<file path="src/rtl/servo_scan_ctrl.sv">
// ---------------------------------------------------------------------------
// servo_scan_ctrl
// Sequences the 3-position ultrasonic-sensor servo (0 = I/left, 1 = C/centre,
// 2 = D/right). GOTO and SCAN commands arrive over a valid/ready handshake
// that is only open in IDLE. Every move is followed by a settle interval, and
// a scan triggers one range measurement per position before returning to C.
//
// Optional feature macro: SERVO_SCAN_TIMEOUT_EN
//   defined   : WAIT gives up after TIMEOUT_CYCLES, stores all-ones, sets scan_err
//   undefined : WAIT blocks until meas_done; scan_err is tied low
// ---------------------------------------------------------------------------
module servo_scan_ctrl #(
    parameter int SETTLE_CYCLES  = 25_000_000,
    parameter int TIMEOUT_CYCLES = 5_000_000,
    parameter int DIST_W         = 16
) (
    input  logic              clk,
    input  logic              rst_n,
    input  logic              cmd_valid,
    output logic              cmd_ready,
    input  logic [1:0]        cmd_op,
    input  logic [1:0]        cmd_pos,
    output logic [1:0]        pos,
    output logic              meas_start,
    input  logic              meas_done,
    input  logic [DIST_W-1:0] meas_data,
    output logic              busy,
    output logic              done,
    output logic [DIST_W-1:0] dist_i,
    output logic [DIST_W-1:0] dist_c,
    output logic [DIST_W-1:0] dist_d,
    output logic              scan_err
);

    // One counter serves both the settle interval (MOVE) and, when the
    // feature is built in, the measurement timeout (WAIT); it is sized for
    // the larger of the two so the same register works in both builds.
    localparam int CNT_MAX = (SETTLE_CYCLES > TIMEOUT_CYCLES) ? SETTLE_CYCLES : TIMEOUT_CYCLES;
    localparam int CNT_W   = (CNT_MAX > 1) ? $clog2(CNT_MAX) : 1;

    localparam logic [CNT_W-1:0] CNT_ZERO    = {CNT_W{1'b0}};
    localparam logic [CNT_W-1:0] CNT_ONE     = CNT_W'(1);
    localparam logic [CNT_W-1:0] SETTLE_LAST = CNT_W'(SETTLE_CYCLES - 1);
`ifdef SERVO_SCAN_TIMEOUT_EN
    localparam logic [CNT_W-1:0] TMO_LAST    = CNT_W'(TIMEOUT_CYCLES - 1);
`endif

    localparam logic [1:0] OP_GOTO = 2'd0;
    localparam logic [1:0] OP_SCAN = 2'd1;

    typedef enum logic [2:0] {
        S_IDLE = 3'd0,
        S_MOVE = 3'd1,
        S_MEAS = 3'd2,
        S_WAIT = 3'd3,
        S_DONE = 3'd4
    } state_t;

    // state and datapath registers
    state_t            r_state;
    logic [1:0]        r_pos;
    logic [1:0]        r_step;
    logic              r_is_scan;
    logic [CNT_W-1:0]  r_cnt;
    logic [DIST_W-1:0] r_dist_i;
    logic [DIST_W-1:0] r_dist_c;
    logic [DIST_W-1:0] r_dist_d;

    // registered handshake / status outputs
    logic              r_cmd_ready;
    logic              r_busy;
    logic              r_done;
    logic              r_meas_start;

    // next-state values
    state_t            w_state_nxt;
    logic [1:0]        w_pos_nxt;
    logic [1:0]        w_step_nxt;
    logic              w_is_scan_nxt;
    logic [CNT_W-1:0]  w_cnt_nxt;
    logic [DIST_W-1:0] w_dist_i_nxt;
    logic [DIST_W-1:0] w_dist_c_nxt;
    logic [DIST_W-1:0] w_dist_d_nxt;
    logic              w_wait_exit;
    logic [DIST_W-1:0] w_wait_val;

`ifdef SERVO_SCAN_TIMEOUT_EN
    logic              r_scan_err;
    logic              w_scan_err_nxt;
`endif

    // Next-state and datapath decode; every target starts from its hold value.
    always_comb begin
        w_state_nxt   = r_state;
        w_pos_nxt     = r_pos;
        w_step_nxt    = r_step;
        w_is_scan_nxt = r_is_scan;
        w_cnt_nxt     = CNT_ZERO;
        w_dist_i_nxt  = r_dist_i;
        w_dist_c_nxt  = r_dist_c;
        w_dist_d_nxt  = r_dist_d;
        w_wait_exit   = 1'b0;
        w_wait_val    = meas_data;
`ifdef SERVO_SCAN_TIMEOUT_EN
        w_scan_err_nxt = r_scan_err;
`endif

        case (r_state)
            S_IDLE: begin
                if (cmd_valid && r_cmd_ready) begin
                    case (cmd_op)
                        OP_GOTO: begin
                            // position code 3 does not exist on the servo; treat it as centre
                            w_pos_nxt     = (cmd_pos == 2'd3) ? 2'd1 : cmd_pos;
                            w_is_scan_nxt = 1'b0;
                            w_state_nxt   = S_MOVE;
                        end
                        OP_SCAN: begin
                            w_pos_nxt     = 2'd0;
                            w_step_nxt    = 2'd0;
                            w_is_scan_nxt = 1'b1;
`ifdef SERVO_SCAN_TIMEOUT_EN
                            w_scan_err_nxt = 1'b0;
`endif
                            w_state_nxt   = S_MOVE;
                        end
                        default: begin
                            // NOP: acknowledge with a done pulse, nothing moves
                            w_state_nxt = S_DONE;
                        end
                    endcase
                end else begin
                    w_state_nxt = S_IDLE;
                end
            end

            S_MOVE: begin
                if (r_cnt == SETTLE_LAST) begin
                    // step 3 is the return-to-centre leg of a scan: no measurement
                    if (r_is_scan && (r_step != 2'd3)) begin
                        w_state_nxt = S_MEAS;
                    end else begin
                        w_state_nxt = S_DONE;
                    end
                end else begin
                    w_cnt_nxt   = r_cnt + CNT_ONE;
                    w_state_nxt = S_MOVE;
                end
            end

            S_MEAS: begin
                w_state_nxt = S_WAIT;
            end

            S_WAIT: begin
`ifdef SERVO_SCAN_TIMEOUT_EN
                // a measurement arriving on the timeout cycle still counts as good data
                if (meas_done) begin
                    w_wait_exit = 1'b1;
                    w_wait_val  = meas_data;
                end else if (r_cnt == TMO_LAST) begin
                    w_wait_exit    = 1'b1;
                    w_wait_val     = {DIST_W{1'b1}};
                    w_scan_err_nxt = 1'b1;
                end else begin
                    w_cnt_nxt = r_cnt + CNT_ONE;
                end
`else
                if (meas_done) begin
                    w_wait_exit = 1'b1;
                end else begin
                    w_wait_exit = 1'b0;
                end
`endif
                if (w_wait_exit) begin
                    case (r_step)
                        2'd0:    w_dist_i_nxt = w_wait_val;
                        2'd1:    w_dist_c_nxt = w_wait_val;
                        2'd2:    w_dist_d_nxt = w_wait_val;
                        default: w_dist_i_nxt = r_dist_i;
                    endcase
                    if (r_step == 2'd2) begin
                        w_pos_nxt  = 2'd1;
                        w_step_nxt = 2'd3;
                    end else begin
                        w_pos_nxt  = r_step + 2'd1;
                        w_step_nxt = r_step + 2'd1;
                    end
                    w_state_nxt = S_MOVE;
                end else begin
                    w_state_nxt = S_WAIT;
                end
            end

            S_DONE: begin
                w_state_nxt = S_IDLE;
            end

            default: begin
                w_state_nxt = S_IDLE;
            end
        endcase
    end

    // State register.
    always_ff @(posedge clk) begin
        if (!rst_n) begin
            r_state <= S_IDLE;
        end else begin
            r_state <= w_state_nxt;
        end
    end

    // Position, scan bookkeeping, shared counter and stored distances.
    always_ff @(posedge clk) begin
        if (!rst_n) begin
            r_pos     <= 2'd1;
            r_step    <= 2'd0;
            r_is_scan <= 1'b0;
            r_cnt     <= CNT_ZERO;
            r_dist_i  <= {DIST_W{1'b0}};
            r_dist_c  <= {DIST_W{1'b0}};
            r_dist_d  <= {DIST_W{1'b0}};
        end else begin
            r_pos     <= w_pos_nxt;
            r_step    <= w_step_nxt;
            r_is_scan <= w_is_scan_nxt;
            r_cnt     <= w_cnt_nxt;
            r_dist_i  <= w_dist_i_nxt;
            r_dist_c  <= w_dist_c_nxt;
            r_dist_d  <= w_dist_d_nxt;
        end
    end

    // Status outputs registered from the next state so they align with r_state.
    always_ff @(posedge clk) begin
        if (!rst_n) begin
            r_cmd_ready  <= 1'b1;
            r_busy       <= 1'b0;
            r_done       <= 1'b0;
            r_meas_start <= 1'b0;
        end else begin
            r_cmd_ready  <= (w_state_nxt == S_IDLE);
            r_busy       <= (w_state_nxt != S_IDLE);
            r_done       <= (w_state_nxt == S_DONE);
            r_meas_start <= (w_state_nxt == S_MEAS);
        end
    end

`ifdef SERVO_SCAN_TIMEOUT_EN
    // Sticky per-scan timeout flag, cleared when a new scan is accepted.
    always_ff @(posedge clk) begin
        if (!rst_n) begin
            r_scan_err <= 1'b0;
        end else begin
            r_scan_err <= w_scan_err_nxt;
        end
    end

    assign scan_err = r_scan_err;
`else
    assign scan_err = 1'b0;
`endif

    assign cmd_ready  = r_cmd_ready;
    assign busy       = r_busy;
    assign done       = r_done;
    assign meas_start = r_meas_start;
    assign pos        = r_pos;
    assign dist_i     = r_dist_i;
    assign dist_c     = r_dist_c;
    assign dist_d     = r_dist_d;

endmodule
</file>
<file path="config.mk">
export PLATFORM = sky130hd
export DESIGN_NAME = servo_scan_ctrl
export DESIGN_NICKNAME = d
export VERILOG_FILES = /design/src/rtl/servo_scan_ctrl.sv
export SDC_FILE = /design/constraint.sdc
export NUM_CORES = 1
export LEC_CHECK = 0
export BUFFER_PORTS_ARGS = -buffer_cell sky130_fd_sc_hd__buf_4
export CAP_MARGIN = 15
export CORE_MARGIN = 8
export CORE_UTILIZATION = 40
export CTS_CLUSTER_SIZE = 20
export DETAILED_ROUTE_END_ITERATION = 8
export PLACE_DENSITY = 0.62
export SYNTH_ARGS = -nofsm -noshare
export SYNTH_HDL_FRONTEND = slang
export SYNTH_SLANG_ARGS = --single-unit
</file>
<file path="constraint.sdc">
create_clock -name clk -period 1.8 [get_ports clk]
set_input_delay 0.36 -clock clk [delete_from_list [all_inputs] [get_ports clk]]
set_output_delay 0.36 -clock clk [all_outputs]
set_load 0.1 [all_outputs]
</file>
==> results.ini <==
[status]
status = finished clean

[global_route]
top_usage_layer = met2
grt_overflow = 0
met1_usage = 0.184
antenna_found_initial = 0
grt_max_degree = 42
first_global_vias = 2819
grt_pass1_wl_um = 14200
grt_use_met2 = 0.207
grtUsageTotal = 0.138
globalRouteMet3Util = 0.0352

[sta]
grt_setup_unrepaired = yes
fin_crit_ps = 1730
fmax_ghz = 0.580
finalHoldViolCount = 0
setup_viol = 0
whs_ps = 282
setup-tns-final_ps = 0
slew_viol_final = 0
min_period_over_period = 0.958
finClkSkew_ps = 9.52

[synth]
synth_compound_area_frac = 0.130
yosys.area_share.simple = 0.267
synth-edff-count = 0
synth_area_sq_um = 3570
synthMuxAreaShare = 0.00877
syn_inst = 406
synth_top_family_by_area = simple AND/OR/NAND/NOR gates
seq_area_frac_synth = 0.477
ys_warn_count = 0
syn_area_per_cell_sq_um = 8.78
synthXorXnorAreaFrac = 0.0516
async_reset_ff_frac = 0
synth_seq_cells = 85
synth_fa_ha_area_frac = 0.0211
synthFlopType = dfxtp_1
yosys.cell_types.count = 42
synthesis.nets = 436

[floorplanning]
coreArea_sq_um = 8680
chipHeight_um = 110
rows = 34
io_pins = 79
die_area_sq_um = 12200
start_util = 0.411
die_x_um = 110

[cells_and_area]
fill_cells = 837
utilization = 0.522
multi_input_area_sq_um = 1710
num-nets-final = 516
antenna_cells = 0
fin_cells = 599
final_common_cell = nand2_1
drive_above_1_share = 0.242
mostFrequentLayoutCells = 108 x nand2_1, 89 x buf_4, 83 x dfxtp_1
ff_latch_area_sq_um = 1700
syn_to_final_growth_pct = 27.1

[critical_path]
cp.required_ps = 2020
crit_arrival_ps = 1940
start_kind = flip-flop
cp_max_fo = 4
setup.worst_path.class = flip-flop to flip-flop
worst_setup_path_end_kind = flip-flop

[clock_network]
cts_tree = yes
htree_levels = 3
postCtsSetupBuffers = 0
cts-buffers-inserted = 9
ctsRootBufferMaster = clkbuf_8
clockBufferDepth = 2
clock_latency_ps = 340
clkSlewWorstSetupHoldPaths_ps = 80
cts.sinks = 85

[hold_path]
min_path_type = input port to flip-flop

[power_and_ir_drop]
ir_drop_mv = 0.376
p_leak_nw = 1.76
p_total_w = 0.00360
power.density_nw_per_um2 = 795

[route]
drt.antenna.violating_nets = 0
routed_wl_um = 8570
drt_iter0_drc = 120
wl_per_cell_um = 14.3
drc = 0
drtPass1Iterations = 4
num_vias = 2916
vias_per_cell = 4.87

[placement]
placed_cells = 583
portBuffers = 77
dpl.hpwl_um = 6270
place_congestion = 0.824

[flow_run]
drv_cap = 0

[cells in the mapped netlist, drive strengths merged (3+ instances only)]
cell      n  area [sq um]
nand4    10          62.6
nor2b     8          52.6
nor2     27           101
a21oi     7          35.0
inv       4          15.0
ha        6          75.1
and2      7          43.8
nand2   108           405
nand3    10          55.1
dfxtp    85          1700
a21boi   50           375
and3     10          67.6
or3       4          25.0
buf      17           111
xnor2     3          26.3
clkbuf    7          26.3
xor2     18           158
[critical path, stage by stage (launching register included)]
cell and delay (ps):
dfxtp_1 350, nor4_1 290, nand4_1 210, nor3_2 170, o22ai_1 140, o41a_1 430
[flip-flops by register name, indices dropped and copies added, names as in the netlist]
name        flops
busy            1
cmd_ready       1
dist_c         16
dist_d         16
dist_i         16
done            1
meas_start      1
pos             2
r_cnt          25
r_is_scan       1
r_state         3
r_step          2
[power by group]
| part | total (W) | switching (W) | internal [W] |
|---|---|---|---|
| Combinational | 0.000260 | 0.000161 | 0.0000990 |
| Clock | 0.00144 | 0.000676 | 0.000761 |
| Sequential | 0.00191 | 0.0000130 | 0.00189 |
| Total | 0.00360 | 0.000850 | 0.00275 |
[layer usage]
layer | up-vias | part of all wire
met5 | - | 0
met4 | 0 | 0.014
li1 | 1506 | -
met2 | 75 | 0.44
met3 | 11 | 0.051
met1 | 1324 | 0.50
[logic make-up (layout without fill, tap and decap cells)]
kind of cell / Yosys count / after routing
AND/OR/NAND/NOR: 198 / 198
adder cells (fa/ha/maj): 6 / 6
flip-flops: 85 / 85
other: 1 / 1
multiplexers: 3 / 3
XOR/XNOR: 21 / 21
buffers and inverters: 28 / 113
AO/OA/AOI/OAI: 64 / 64
[through the flow]
step	worst slack, ps	cell area [sq um]
floorplan	6.73	3570
global placement	109	4310
detailed placement	71.9	4310
CTS	42.2	4530
global route	-24.3	4530
finish	74.8	4530
[layout make-up]
cell class,instances,area share
clock inverter,4,0.0119
clock buffer,12,0.0364
sequential,85,0.376
multi-input combinational,293,0.378
timing repair buffer,93,0.165
tap,108,0.0298
inverter,4,0.00331
[repair_timing]
action	in CTS	in global routing
setup endpoints to repair	0	2
gates resized for setup	0	1
hold buffers	0	0
[final timing paths]
| path | startpoint | endpoint | slack, ps | cells past startpoint |
|---|---|---|---|---|
| max | r_cnt[7] | busy | 70 | 5 |
| min | meas_data[11] | dist_c[11] | 280 | 3 |
| max reg2reg | r_cnt[7] | busy | 70 | 5 |
| min reg2reg | dist_c[11] | dist_c[11] | 460 | 2 |
Note: power is estimated with default switching activity, not from simulation.
